==> config.mk <==
export PLATFORM = sky130hd
export DESIGN_NAME = odo_sbox_small_seq_flat
export DESIGN_NICKNAME = d
export VERILOG_FILES = /design/src/rtl/odo_sbox_small_seq_if.sv /design/src/rtl/odo_sbox_small_seq.sv /design/src/flat_wrapper.sv
export SDC_FILE = /design/constraint.sdc
export NUM_CORES = 1
export LEC_CHECK = 0
export ABC_AREA = 1
export BUFFER_PORTS_ARGS = -buffer_cell sky130_fd_sc_hd__buf_2
export CORE_MARGIN = 4
export CORE_UTILIZATION = 59
export DETAILED_ROUTE_END_ITERATION = 10
export GPL_ROUTABILITY_DRIVEN = 0
export PLACE_DENSITY = 0.82
export SETUP_SLACK_MARGIN = 0.15
export SYNTH_ARGS = -nofsm -noshare
export SYNTH_HDL_FRONTEND = slang
export SYNTH_SLANG_ARGS = --single-unit
==> constraint.sdc <==
create_clock -name clk -period 8.56 [get_ports clk]
set_clock_uncertainty 0.2 [all_clocks]
set_input_delay 1.284 -clock clk [delete_from_list [all_inputs] [get_ports clk]]
set_output_delay 1.284 -clock clk [all_outputs]
set_load 0.02 [all_outputs]
==> src/rtl/odo_sbox_small_seq_if.sv <==
// Handshake bundle for odo_sbox_small_seq: word input, word output and the S-box address/data pair.
// The slave modport is the sequencer's view; the master modport is the surrounding system's view.
interface odo_sbox_small_seq_if #(
   parameter int NCHUNK = 8
);
   localparam int W = 6 * NCHUNK;

   logic         in_valid;
   logic         in_ready;
   logic [W-1:0] in_data;
   logic [5:0]   sb_in;
   logic [5:0]   sb_out;
   logic         out_valid;
   logic         out_ready;
   logic [W-1:0] out_data;

   modport slave (
      input  in_valid,
      input  in_data,
      input  sb_out,
      input  out_ready,
      output in_ready,
      output sb_in,
      output out_valid,
      output out_data
   );

   modport master (
      output in_valid,
      output in_data,
      output sb_out,
      output out_ready,
      input  in_ready,
      input  sb_in,
      input  out_valid,
      input  out_data
   );
endinterface

==> src/rtl/odo_sbox_small_seq.sv <==
// Chunk sequencer around one external registered 6-bit S-box: word in, chunks out one per cycle, word back.
// Optional macro ODO_SBOX_SEQ_BACK2BACK_EN lets DONE retire and accept a new word in the same cycle.
module odo_sbox_small_seq #(
   parameter int NCHUNK = 8
) (
   input  logic                clk,
   input  logic                rst,
   odo_sbox_small_seq_if.slave bus
);
   localparam int W  = 6 * NCHUNK;
   localparam int CW = (NCHUNK > 1) ? $clog2(NCHUNK) : 1;
   localparam logic [CW-1:0] CNT_LAST = CW'(NCHUNK - 1);
   localparam logic [CW-1:0] CNT_ONE  = CW'(1);
   localparam logic [CW-1:0] CNT_ZERO = CW'(0);

   localparam logic [1:0] S_IDLE  = 2'd0;
   localparam logic [1:0] S_FEED  = 2'd1;
   localparam logic [1:0] S_DRAIN = 2'd2;
   localparam logic [1:0] S_DONE  = 2'd3;

   logic [1:0]    r_state;
   logic [CW-1:0] r_cnt;
   logic [CW-1:0] r_cap_idx;
   logic          r_cap_vld;
   logic [W-1:0]  r_word_q;
   logic [W-1:0]  r_out_data;
   logic          r_out_valid;

   logic          w_in_ready;
   logic          w_accept;
   logic [5:0]    w_sb_in;

   // Input readiness depends only on state (and on out_ready when DONE may hand over directly).
   always_comb begin
      w_in_ready = 1'b0;
      case (r_state)
         S_IDLE: begin
            w_in_ready = 1'b1;
         end
         S_DONE: begin
`ifdef ODO_SBOX_SEQ_BACK2BACK_EN
            w_in_ready = bus.out_ready;
`else
            w_in_ready = 1'b0;
`endif
         end
         default: begin
            w_in_ready = 1'b0;
         end
      endcase
   end

   assign w_accept = bus.in_valid & w_in_ready;

   // cnt is held at zero outside FEED, so the S-box address then sits on chunk 0 of word_q.
   assign w_sb_in = r_word_q[6 * int'(r_cnt) +: 6];

   // Sequencer state, chunk counter and latched input word.
   always_ff @(posedge clk or posedge rst) begin
      if (rst) begin
         r_state     <= S_IDLE;
         r_cnt       <= CNT_ZERO;
         r_word_q    <= {W{1'b0}};
         r_out_valid <= 1'b0;
      end else begin
         case (r_state)
            S_IDLE: begin
               if (w_accept) begin
                  r_word_q <= bus.in_data;
                  r_cnt    <= CNT_ZERO;
                  r_state  <= S_FEED;
               end
            end
            S_FEED: begin
               if (r_cnt == CNT_LAST) begin
                  r_cnt   <= CNT_ZERO;
                  r_state <= S_DRAIN;
               end else begin
                  r_cnt <= r_cnt + CNT_ONE;
               end
            end
            S_DRAIN: begin
               r_out_valid <= 1'b1;
               r_state     <= S_DONE;
            end
            S_DONE: begin
               if (bus.out_ready) begin
                  r_out_valid <= 1'b0;
`ifdef ODO_SBOX_SEQ_BACK2BACK_EN
                  if (bus.in_valid) begin
                     r_word_q <= bus.in_data;
                     r_cnt    <= CNT_ZERO;
                     r_state  <= S_FEED;
                  end else begin
                     r_state <= S_IDLE;
                  end
`else
                  r_state <= S_IDLE;
`endif
               end
            end
            default: begin
               r_state     <= S_IDLE;
               r_cnt       <= CNT_ZERO;
               r_out_valid <= 1'b0;
            end
         endcase
      end
   end

   // Capture tag: the S-box answers one cycle late, so remember which chunk was addressed.
   always_ff @(posedge clk or posedge rst) begin
      if (rst) begin
         r_cap_vld <= 1'b0;
         r_cap_idx <= CNT_ZERO;
      end else begin
         case (r_state)
            S_FEED: begin
               r_cap_vld <= 1'b1;
               r_cap_idx <= r_cnt;
            end
            S_DRAIN: begin
               r_cap_vld <= 1'b0;
            end
            default: begin
               r_cap_vld <= 1'b0;
            end
         endcase
      end
   end

   // Reassembly of substituted chunks; only tagged S-box results are written.
   always_ff @(posedge clk or posedge rst) begin
      if (rst) begin
         r_out_data <= {W{1'b0}};
      end else begin
         if (r_cap_vld) begin
            r_out_data[6 * int'(r_cap_idx) +: 6] <= bus.sb_out;
         end
      end
   end

   assign bus.in_ready  = w_in_ready;
   assign bus.sb_in     = w_sb_in;
   assign bus.out_valid = r_out_valid;
   assign bus.out_data  = r_out_data;
endmodule

==> src/flat_wrapper.sv <==
// flat-port wrapper written by rule: the top's interface ports become plain ports
module odo_sbox_small_seq_flat 
#(
   parameter int NCHUNK = 8
)
  (clk, rst, bus_in_valid, bus_in_data, bus_sb_out, bus_out_ready, bus_in_ready, bus_sb_in, bus_out_valid, bus_out_data);
  odo_sbox_small_seq_if #(.NCHUNK(NCHUNK)) bus_i ();
  input  logic clk;
  input  logic rst;
  input wire logic [$bits(bus_i.in_valid)-1:0] bus_in_valid;
  input wire logic [$bits(bus_i.in_data)-1:0] bus_in_data;
  input wire logic [$bits(bus_i.sb_out)-1:0] bus_sb_out;
  input wire logic [$bits(bus_i.out_ready)-1:0] bus_out_ready;
  output wire logic [$bits(bus_i.in_ready)-1:0] bus_in_ready;
  output wire logic [$bits(bus_i.sb_in)-1:0] bus_sb_in;
  output wire logic [$bits(bus_i.out_valid)-1:0] bus_out_valid;
  output wire logic [$bits(bus_i.out_data)-1:0] bus_out_data;
  assign bus_i.in_valid = bus_in_valid;
  assign bus_i.in_data = bus_in_data;
  assign bus_i.sb_out = bus_sb_out;
  assign bus_i.out_ready = bus_out_ready;
  assign bus_in_ready = bus_i.in_ready;
  assign bus_sb_in = bus_i.sb_in;
  assign bus_out_valid = bus_i.out_valid;
  assign bus_out_data = bus_i.out_data;
  odo_sbox_small_seq #(.NCHUNK(NCHUNK)) u_core (.clk(clk), .rst(rst), .bus(bus_i));
endmodule
==> reports/qor.csv, run 1 <==
metric;value;unit
switching_share;0.495;
port_buffers;113;
switchingPower;1300;uW
route.final.wire_length;13300;um
yosysTopAreaCellShare;0.480;
worstSetupPathType;flip-flop to output pin;
io_pins;114;
whs;276;ps
grt_setup_unrepaired;no;
fin_area;6350;um^2
finalSetupViolations;0;
antenna_left;0;
num_vias;4953;
maxCapViolCount;0;
die_w;105;um
worstHoldPathType;flip-flop to flip-flop;
ir_worst_vdd;0.251;mV
post_drt_wl_per_cell;15.2;um
hold_viol_final;0;
maxSlewHeadroom;0.367;
synth_area;5520;um^2
ys_seq_elements;106;
n_antenna_cell;0;
num_rows;35;
synth_edf_count;0;
start_util;0.600;
drive_above_1_share;0.258;
fin_tns_setup;0;ps
dpl.hpwl;9780;um
dr.pass1.iters;5;
yosysMostFrequentCell;nand2_1;
overflow;0;
cellPowerDensity;413;nW/um^2
fin_crit_sh;0.496;
core_area;9200;um^2
nets;831;
slew_violations;0;
grt_usage;0.247;
yosysSeqAreaShare;0.480;
synth_common_cells;nand2_1, dfrtp_1, nor2_1;
synth_nets;729;
grt_max_degree;70;
ctsLongestPathBuffers;2;
pwr-share-comb;0.539;
die_area;11000;um^2
leakage;0.00312;uW
max_clock_freq;0.235;GHz
grt_pass1_wl;22200;um
cp-start-kind;flip-flop;
cts_tree;done;
crit_fanout;33;
required;7080;ps
die_height;105;um
area_growth;15.0;%
cts.sinks;106;
intPower;1320;uW
synth_cell_types;37;
synth_flop_cell;dfrtp_1;
post-synth-top-area-cell;dfrtp_1;
clk-insertion-delay-late;380;ps
synthCells;658;
clkTransAtPathRegs;110;ps
vias_per_cell;5.65;
cts_resized;0;
async_reset_ff_frac;1.00;
avgSynthCellArea;8.39;um^2
p_seq_frac;0.337;
cp.arrival;2760;ps
power_frac_clock;0.124;
grt_pass1_vias;4875;
critPathCaptureType;output pin;
postPlaceCellArea;6140;um^2
yosysWarnings;0;
outcome;complete, no violations;
cts-root-buf;clkbuf_8;
drt_iter0_drc;333;
worstMarginPinSlew;949;ps
hold_buffers;0;
antenna_found_initial;0;
route.detailed.drc;0;
cts_max_level;3;
synth_area_leaders;dfrtp_1, nand2_1, mux2_2;
cts_buffers;9;
min_period;4250;ps
post_cts.repair.setup_buffers;0;
cells by family (layout without fill, tap and decap cells):
kind of cell,count (synthesis),count (layout),share of synthesized area
buffers and inverters,91,198,0.0653
AND/OR/NAND/NOR,278,278,0.221
multiplexers,34,34,0.0691
AO/OA/AOI/OAI,136,136,0.133
adder cells (fa/ha/maj),13,13,0.0308
flip-flops,106,106,0.480
worst max-delay path, cell delays in order (launching register included):
cell     delay (ps)
dfrtp_1         980
inv_1           530
o21ai_0         290
a21oi_1         130
a31oi_1         230
buf_2           210
sequential cells by signal, indices dropped and copies added, names as in the netlist:
| register | flops |
|---|---|
| u_core.bus.out_valid | 1 |
| u_core.bus.out_data | 48 |
| u_core.r_state | 2 |
| u_core.r_word_q | 48 |
| u_core.r_cap_vld | 1 |
| u_core.r_cnt | 3 |
| u_core.r_cap_idx | 3 |
layer usage:
layer / GRT usage / wire (um) / share of wire / vias to the layer above
met1: 0.310 / 5260 / 0.40 / 2299
met3: 0.0451 / 1140 / 0.086 / 36
met5: 0 / 0 / 0 / -
met4: 0.0975 / 331 / 0.025 / 0
met2: 0.425 / 6560 / 0.49 / 254
li1: - / - / - / 2364
through the flow:
| step | total power, uW | cells | utilization | worst slack [ps] |
|---|---|---|---|---|
| floorplan | 1910 | 658 | - | 4290 |
| global placement | 2230 | 860 | 0.668 | 4880 |
| detailed placement | 2280 | 860 | 0.668 | 4840 |
| CTS | 2610 | 876 | 0.691 | 4390 |
| global route | 2820 | 876 | 0.691 | 4060 |
| finish | 2620 | 876 | 0.691 | 4310 |
cell usage in the layout, fill, tap and decap left out, types with 3 or more instances in the layout:
| master | netlist | layout |
|---|---|---|
| o21ai_1 | 13 | 13 |
| buf_2 | 6 | 113 |
| dfrtp_1 | 106 | 106 |
| nand2_2 | 4 | 5 |
| nand3_1 | 32 | 32 |
| nand4_1 | 7 | 7 |
| clkbuf_8 | 0 | 9 |
| ha_1 | 12 | 12 |
| nor3_1 | 7 | 7 |
| a21oi_1 | 44 | 44 |
| inv_1 | 57 | 56 |
| nor2_1 | 65 | 65 |
| nor2_2 | 3 | 3 |
| inv_2 | 8 | 8 |
| buf_4 | 1 | 3 |
| o21ai_0 | 57 | 57 |
| nor2_4 | 3 | 3 |
| o21ai_2 | 4 | 4 |
| mux2_2 | 32 | 32 |
| a31oi_1 | 6 | 6 |
| nand2_1 | 148 | 147 |
| o211ai_1 | 6 | 6 |
| nand2_4 | 3 | 3 |
final timing paths:
kind,from,endpoint,slack [ps],cells past startpoint
setup / recovery,u_core.r_cnt[0],bus_sb_in[3],4310,5
hold / removal,u_core.bus.out_data[37],u_core.bus.out_data[37],280,2
setup reg to reg,u_core.r_cap_idx[0],u_core.bus.out_data[2],4630,16
hold reg to reg,u_core.bus.out_data[37],u_core.bus.out_data[37],280,2
max in group asynchronous,rst,u_core.r_cap_idx[1],6230,3
min in group asynchronous,rst,u_core.bus.out_data[46],710,2
layout make-up:
type                            instances  area [um^2]
Clock inverter                          7         86.3
Clock buffer                            9          124
Timing Repair Buffer                  116          588
Tap cell                              111          139
Multi-Input combinational cell        461         2510
Sequential cell                       106         2650
Inverter                               66          250
Fill cell                             759         2850
power by group through the flow:
stage | Combinational, uW | Clock (uW) | Sequential, uW
floorplan | 950 | 0 | 960
global placement | 1350 | 0 | 880
detailed placement | 1390 | 0 | 892
CTS | 1400 | 328 | 882
global route | 1560 | 351 | 913
finish | 1410 | 324 | 882
Power figures use the tool's default switching activity.
==> run 2, diff against run 1 <==
--- a/config.mk
+++ b/config.mk
@@ -5,13 +5,13 @@
 export SDC_FILE = /design/constraint.sdc
 export NUM_CORES = 1
 export LEC_CHECK = 0
-export ABC_AREA = 1
+export ABC_AREA = 0
 export BUFFER_PORTS_ARGS = -buffer_cell sky130_fd_sc_hd__buf_2
 export CORE_MARGIN = 4
-export CORE_UTILIZATION = 59
+export CORE_UTILIZATION = 50
 export DETAILED_ROUTE_END_ITERATION = 10
 export GPL_ROUTABILITY_DRIVEN = 0
-export PLACE_DENSITY = 0.82
+export PLACE_DENSITY = 0.74
 export SETUP_SLACK_MARGIN = 0.15
 export SYNTH_ARGS = -nofsm -noshare
 export SYNTH_HDL_FRONTEND = slang
==> constraint.sdc (replaced) <==
create_clock -name clk -period 3.9 [get_ports clk]
set_clock_uncertainty 0.2 [all_clocks]
set_input_delay 0.585 -clock clk [delete_from_list [all_inputs] [get_ports clk]]
set_output_delay 0.585 -clock clk [all_outputs]
set_load 0.02 [all_outputs]
==> run 2 against run 1 <==
Compared with the run above:
- wire length shrank 4.7%
- register-to-register slack worse by 4100 ps
- hold slack lost 120 ps
- sequential share of layout area shrank 1.7 points
- sequential power rose by 110%
- combinational power rose by 130%
- global-route usage fell by 4.1 points
- count of clock-buffer cells in the layout did not move
- total power up 130%
- synthesized cell count decreased by 30%
- critical path type is now flip-flop to flip-flop
- critical endpoint is now u_core.bus.out_data[27]
==> reports/qor.csv, run 2 <==
metric;value;unit
grt_pass1_wl;21100;um
fin_util;0.606;
area_growth;18.0;%
die_area;13000;um^2
start_util;0.514;
pwr-share-comb;0.528;
cp.arrival;3360;ps
total_power;6150;uW
min_period;3320;ps
required;3930;ps
core_area;10900;um^2
antenna_left;0;
worstMarginPinSlew;1050;ps
crit_chain;ha_1, fa_1, nand2b_1, nor2_1, ha_1, and2_0, nand4b_1, nand2_1, and2_1, mux2_2;
cellPowerDensity;929;nW/um^2
synth_cell_types;56;
final_cells;707;
synth_flop_cell;dfrtp_1;
hold_buffers;0;
synth_nets;533;
avgSynthCellArea;12.2;um^2
dp.cells;691;
synth_area_leaders;dfrtp_1, mux2_2, mux4_2;
max_clock_freq;0.301;GHz
intPower;3630;uW
drt_iter0_drc;283;
worstSetupPathType;flip-flop to flip-flop;
fin_crit_sh;0.852;
synth_edf_count;0;
dpl.hpwl;9620;um
overflow;0;
yosysTopAreaCellShare;0.472;
cts_tree;done;
vias_per_cell;5.76;
finalSetupViolations;0;
post-synth-top-area-cell;dfrtp_1;
ys_seq_elements;106;
maxSlewHeadroom;0.297;
final_cell_mix;buf_2, dfrtp_1, mux2_2;
synth_common_cells;dfrtp_1, mux2_2, nand2_1;
dr.pass1.iters;8;
grt_max_degree;59;
route.detailed.drc;0;
die_w;114;um
cts-root-buf;clkbuf_16;
crit_family;simple AND/OR/NAND/NOR gates;
post_drt_wl_per_cell;17.9;um
cpMostUsedCell;ha_1;
outcome;complete, no violations;
power_frac_clock;0.178;
path_buf_inv;0;
cp_slowest_stage_delay;510;ps
layout_commonest_cell;buf_2;
postPlaceCellArea;6260;um^2
antenna_found_initial;0;
die_height;114;um
route.final.wire_length;12700;um
ctsLongestPathBuffers;2;
cts_max_level;3;
grt_usage;0.206;
yosysMostFrequentCell;dfrtp_1;
cp-start-kind;flip-flop;
synthCells;462;
async_reset_ff_frac;1.00;
r2r_slack;580;ps
io_pins;114;
critPathCaptureType;flip-flop;
num_vias;4070;
slew_violations;0;
clkTransAtPathRegs;70;ps
nets;633;
fin_tns_setup;0;ps
cp_slowest_cell;fa_1;
post_cts.repair.setup_buffers;0;
drive_above_1_share;0.473;
port_buffers;113;
grt_setup_unrepaired;no;
switching_share;0.410;
num_rows;38;
yosysWarnings;0;
hold_viol_final;0;
switchingPower;2520;uW
n_antenna_cell;0;
crit_fanout;6;
cts_resized;0;
yosysSeqAreaShare;0.472;
cts.sinks;106;
worstHoldPathType;input port to async pin;
leakage;0.00315;uW
maxCapViolCount;0;
ir_worst_vdd;0.629;mV
p_seq_frac;0.294;
cts_buffers;9;
grt_pass1_vias;4214;
clk-insertion-delay-late;350;ps
synth_area;5620;um^2
fin_area;6630;um^2
==> run 2: logic make-up after synthesis <==
family | Yosys count | synth area share
muxes | 115 | 0.254
DFF | 106 | 0.472
and+or+nand+nor | 102 | 0.0967
AOI/OAI and AO/OA | 77 | 0.0976
buffers and inverters | 45 | 0.0379
adders and majority gates | 13 | 0.0303
xor gates and xnor gates | 4 | 0.0109
==> run 2: power groups by stage <==
| stage | combinational [uW] | clock (uW) | sequential [uW] |
|---|---|---|---|
| finish | 3250 | 1090 | 1810 |
| global route | 3540 | 1160 | 1880 |
| CTS | 3230 | 1120 | 1820 |
| detailed placement | 3220 | 0 | 1840 |
| global placement | 3140 | 0 | 1810 |
| floorplan | 2400 | 0 | 1880 |
==> run 2: final cells by class <==
cell class	instances	area, um^2
inverters	12	47.5
flip-flops and latches	106	2650
clock inverters	7	139
fillers	876	4310
multi-input cells	311	2750
clock buffers	9	225
well taps	140	175
repair buffers	122	633
==> run 2: final timing paths <==
path | from | to | depth (start not counted)
min | rst | u_core.r_word_q[8] | 2
min in group clk | bus_out_ready | u_core.bus.out_valid | 2
min reg2reg | u_core.bus.out_data[40] | u_core.bus.out_data[40] | 1
max | u_core.r_cap_idx[1] | u_core.bus.out_data[27] | 10
max in group asynchronous | rst | u_core.r_word_q[9] | 3
max reg2reg | u_core.r_cap_idx[1] | u_core.bus.out_data[27] | 10
==> run 2: per-layer routing <==
layer	GRT usage	up-vias	wire length, um
li1	-	1874	-
met1	0.257	1996	5000
met2	0.349	179	6360
met3	0.0515	21	1040
met4	0.0744	0	259
met5	0	-	0
==> run 2: through the flow <==
step | setup WS [ps] | hold slack [ps]
after floorplan | 326 | 274
after global placement | 692 | 282
after detailed placement | 604 | 288
after CTS | 579 | 181
after global routing | 359 | 213
final | 577 | 152
==> run 3, diff against run 2 <==
--- a/config.mk
+++ b/config.mk
@@ -8,10 +8,11 @@
 export ABC_AREA = 0
 export BUFFER_PORTS_ARGS = -buffer_cell sky130_fd_sc_hd__buf_2
 export CORE_MARGIN = 4
-export CORE_UTILIZATION = 50
+export CORE_UTILIZATION = 52
+export CTS_BUF_LIST = sky130_fd_sc_hd__clkbuf_8
 export DETAILED_ROUTE_END_ITERATION = 10
 export GPL_ROUTABILITY_DRIVEN = 0
-export PLACE_DENSITY = 0.74
+export PLACE_DENSITY = 0.76
 export SETUP_SLACK_MARGIN = 0.15
 export SYNTH_ARGS = -nofsm -noshare
 export SYNTH_HDL_FRONTEND = slang
==> run 3 against run 2 <==
Compared with the run above:
- design area down 1.7%
- core utilization increased by 2.0 points
- cell count is 0.28% lower
- count of clock-buffer cells in the layout up 1
- highest routed layer is now met5
- die area is 3.6% lower
- via count decreased by 0.32%
- critical path type unchanged
- largest power group unchanged
==> reports/qor.csv, run 3 (same netlist as run 2, synthesis figures left out) <==
metric;value;unit
grt_setup_unrepaired;no;
hold_viol_final;0;
final_cell_mix;buf_2, dfrtp_1, mux2_2;
antenna_found_initial;2;
area_growth;16.0;%
cellPowerDensity;904;nW/um^2
finalSetupViolations;0;
n_antenna_cell;0;
die_w;112;um
cp.arrival;3440;ps
die_height;112;um
port_buffers;113;
clk-insertion-delay-late;370;ps
io_pins;114;
core_area;10400;um^2
post_drt_wl_per_cell;18.2;um
antenna_left;0;
maxCapViolCount;0;
max_clock_freq;0.296;GHz
p_seq_frac;0.308;
intPower;3350;uW
fin_area;6510;um^2
fin_util;0.625;
route.detailed.drc;0;
drt_iter0_drc;255;
postPlaceCellArea;6270;um^2
leakage;0.00310;uW
switchingPower;2540;uW
cts_tree;done;
ctsLongestPathBuffers;2;
fin_tns_setup;0;ps
worstMarginPinSlew;1060;ps
outcome;complete, no violations;
num_vias;4057;
crit_fanout;6;
ir_worst_vdd;0.505;mV
power_frac_clock;0.136;
num_rows;37;
hold_buffers;0;
die_area;12500;um^2
grt_usage;0.210;
cts_buffers;9;
cts_max_level;3;
layout_commonest_cell;buf_2;
drive_above_1_share;0.475;
worstHoldPathType;input port to async pin;
post_cts.repair.setup_buffers;0;
dpl.hpwl;9490;um
cp-start-kind;flip-flop;
pwr-share-comb;0.556;
cts-root-buf;clkbuf_8;
cts_resized;0;
overflow;0;
nets;635;
switching_share;0.431;
total_power;5890;uW
grt_pass1_wl;21300;um
route.final.wire_length;12800;um
critPathCaptureType;flip-flop;
vias_per_cell;5.75;
required;3960;ps
clkTransAtPathRegs;110;ps
grt_max_degree;75;
worstSetupPathType;flip-flop to flip-flop;
slew_violations;0;
fin_crit_sh;0.868;
start_util;0.539;
dr.pass1.iters;4;
grt_pass1_vias;4266;
cts.sinks;106;
min_period;3380;ps
maxSlewHeadroom;0.294;
[run 3: cell count changes in the layout (fill, tap and decap cells not counted), sizes merged]
cell	previous run	this run
buf	122	124
clkinv	2	1
bufinv	4	2
inv	13	15
clkbuf	9	10
[run 3: cell type report]
class,count,area (um^2)
fillers,855,3900
repair buffers,124,648
clock buffers,10,138
flip-flops and latches,106,2650
well taps,136,170
multi-input cells,311,2750
clock inverters,6,105
inverters,12,47.5
[run 3: worst paths after layout]
| check | startpoint | endpoint | slack [ps] | depth (start not counted) |
|---|---|---|---|---|
| min reg2reg | u_core.r_word_q[39] | u_core.r_word_q[39] | 310 | 1 |
| min | rst | u_core.r_word_q[20] | 190 | 2 |
| max reg2reg | u_core.r_cap_idx[1] | u_core.bus.out_data[26] | 520 | 10 |
| max | u_core.r_cap_idx[1] | u_core.bus.out_data[26] | 520 | 10 |
| max in group asynchronous | rst | u_core.bus.out_data[23] | 2530 | 3 |
| min in group clk | bus_out_ready | u_core.bus.out_valid | 220 | 2 |
[run 3: power by group through the flow]
stage / sequential, uW / combinational (uW) / clock, uW
detailed placement: 1840 / 3260 / 0
floorplan: 1880 / 2400 / 0
global placement: 1810 / 3180 / 0
CTS: 1820 / 3270 / 824
global route: 1880 / 3550 / 869
finish: 1810 / 3270 / 802
[run 3: routing by layer]
| metal | share of wire | global-route usage | wire [um] |
|---|---|---|---|
| met1 | 0.38 | 0.252 | 4940 |
| met2 | 0.50 | 0.360 | 6450 |
| met3 | 0.099 | 0.0745 | 1270 |
| met4 | 0.013 | 0.0543 | 165 |
| met5 | 0.0011 | 0 | 14 |
[run 3: through the flow]
stage	cells	setup slack, ps	hold WS (ps)
6_report	705	516	185
5_1_grt	705	320	216
4_1_cts	705	543	200
3_5_place_dp	689	573	287
3_3_place_gp	689	678	283
2_1_floorplan	462	326	274
[run 3: critical path, cell delays in order, from the launching register on]
cell      delay, ps
dfrtp_1         440
ha_1            270
fa_1            530
nand2b_1        190
nor2_1           60
ha_1            290
and2_0          310
nand4b_1        200
nand2_1         250
and2_1          200
mux2_2          340
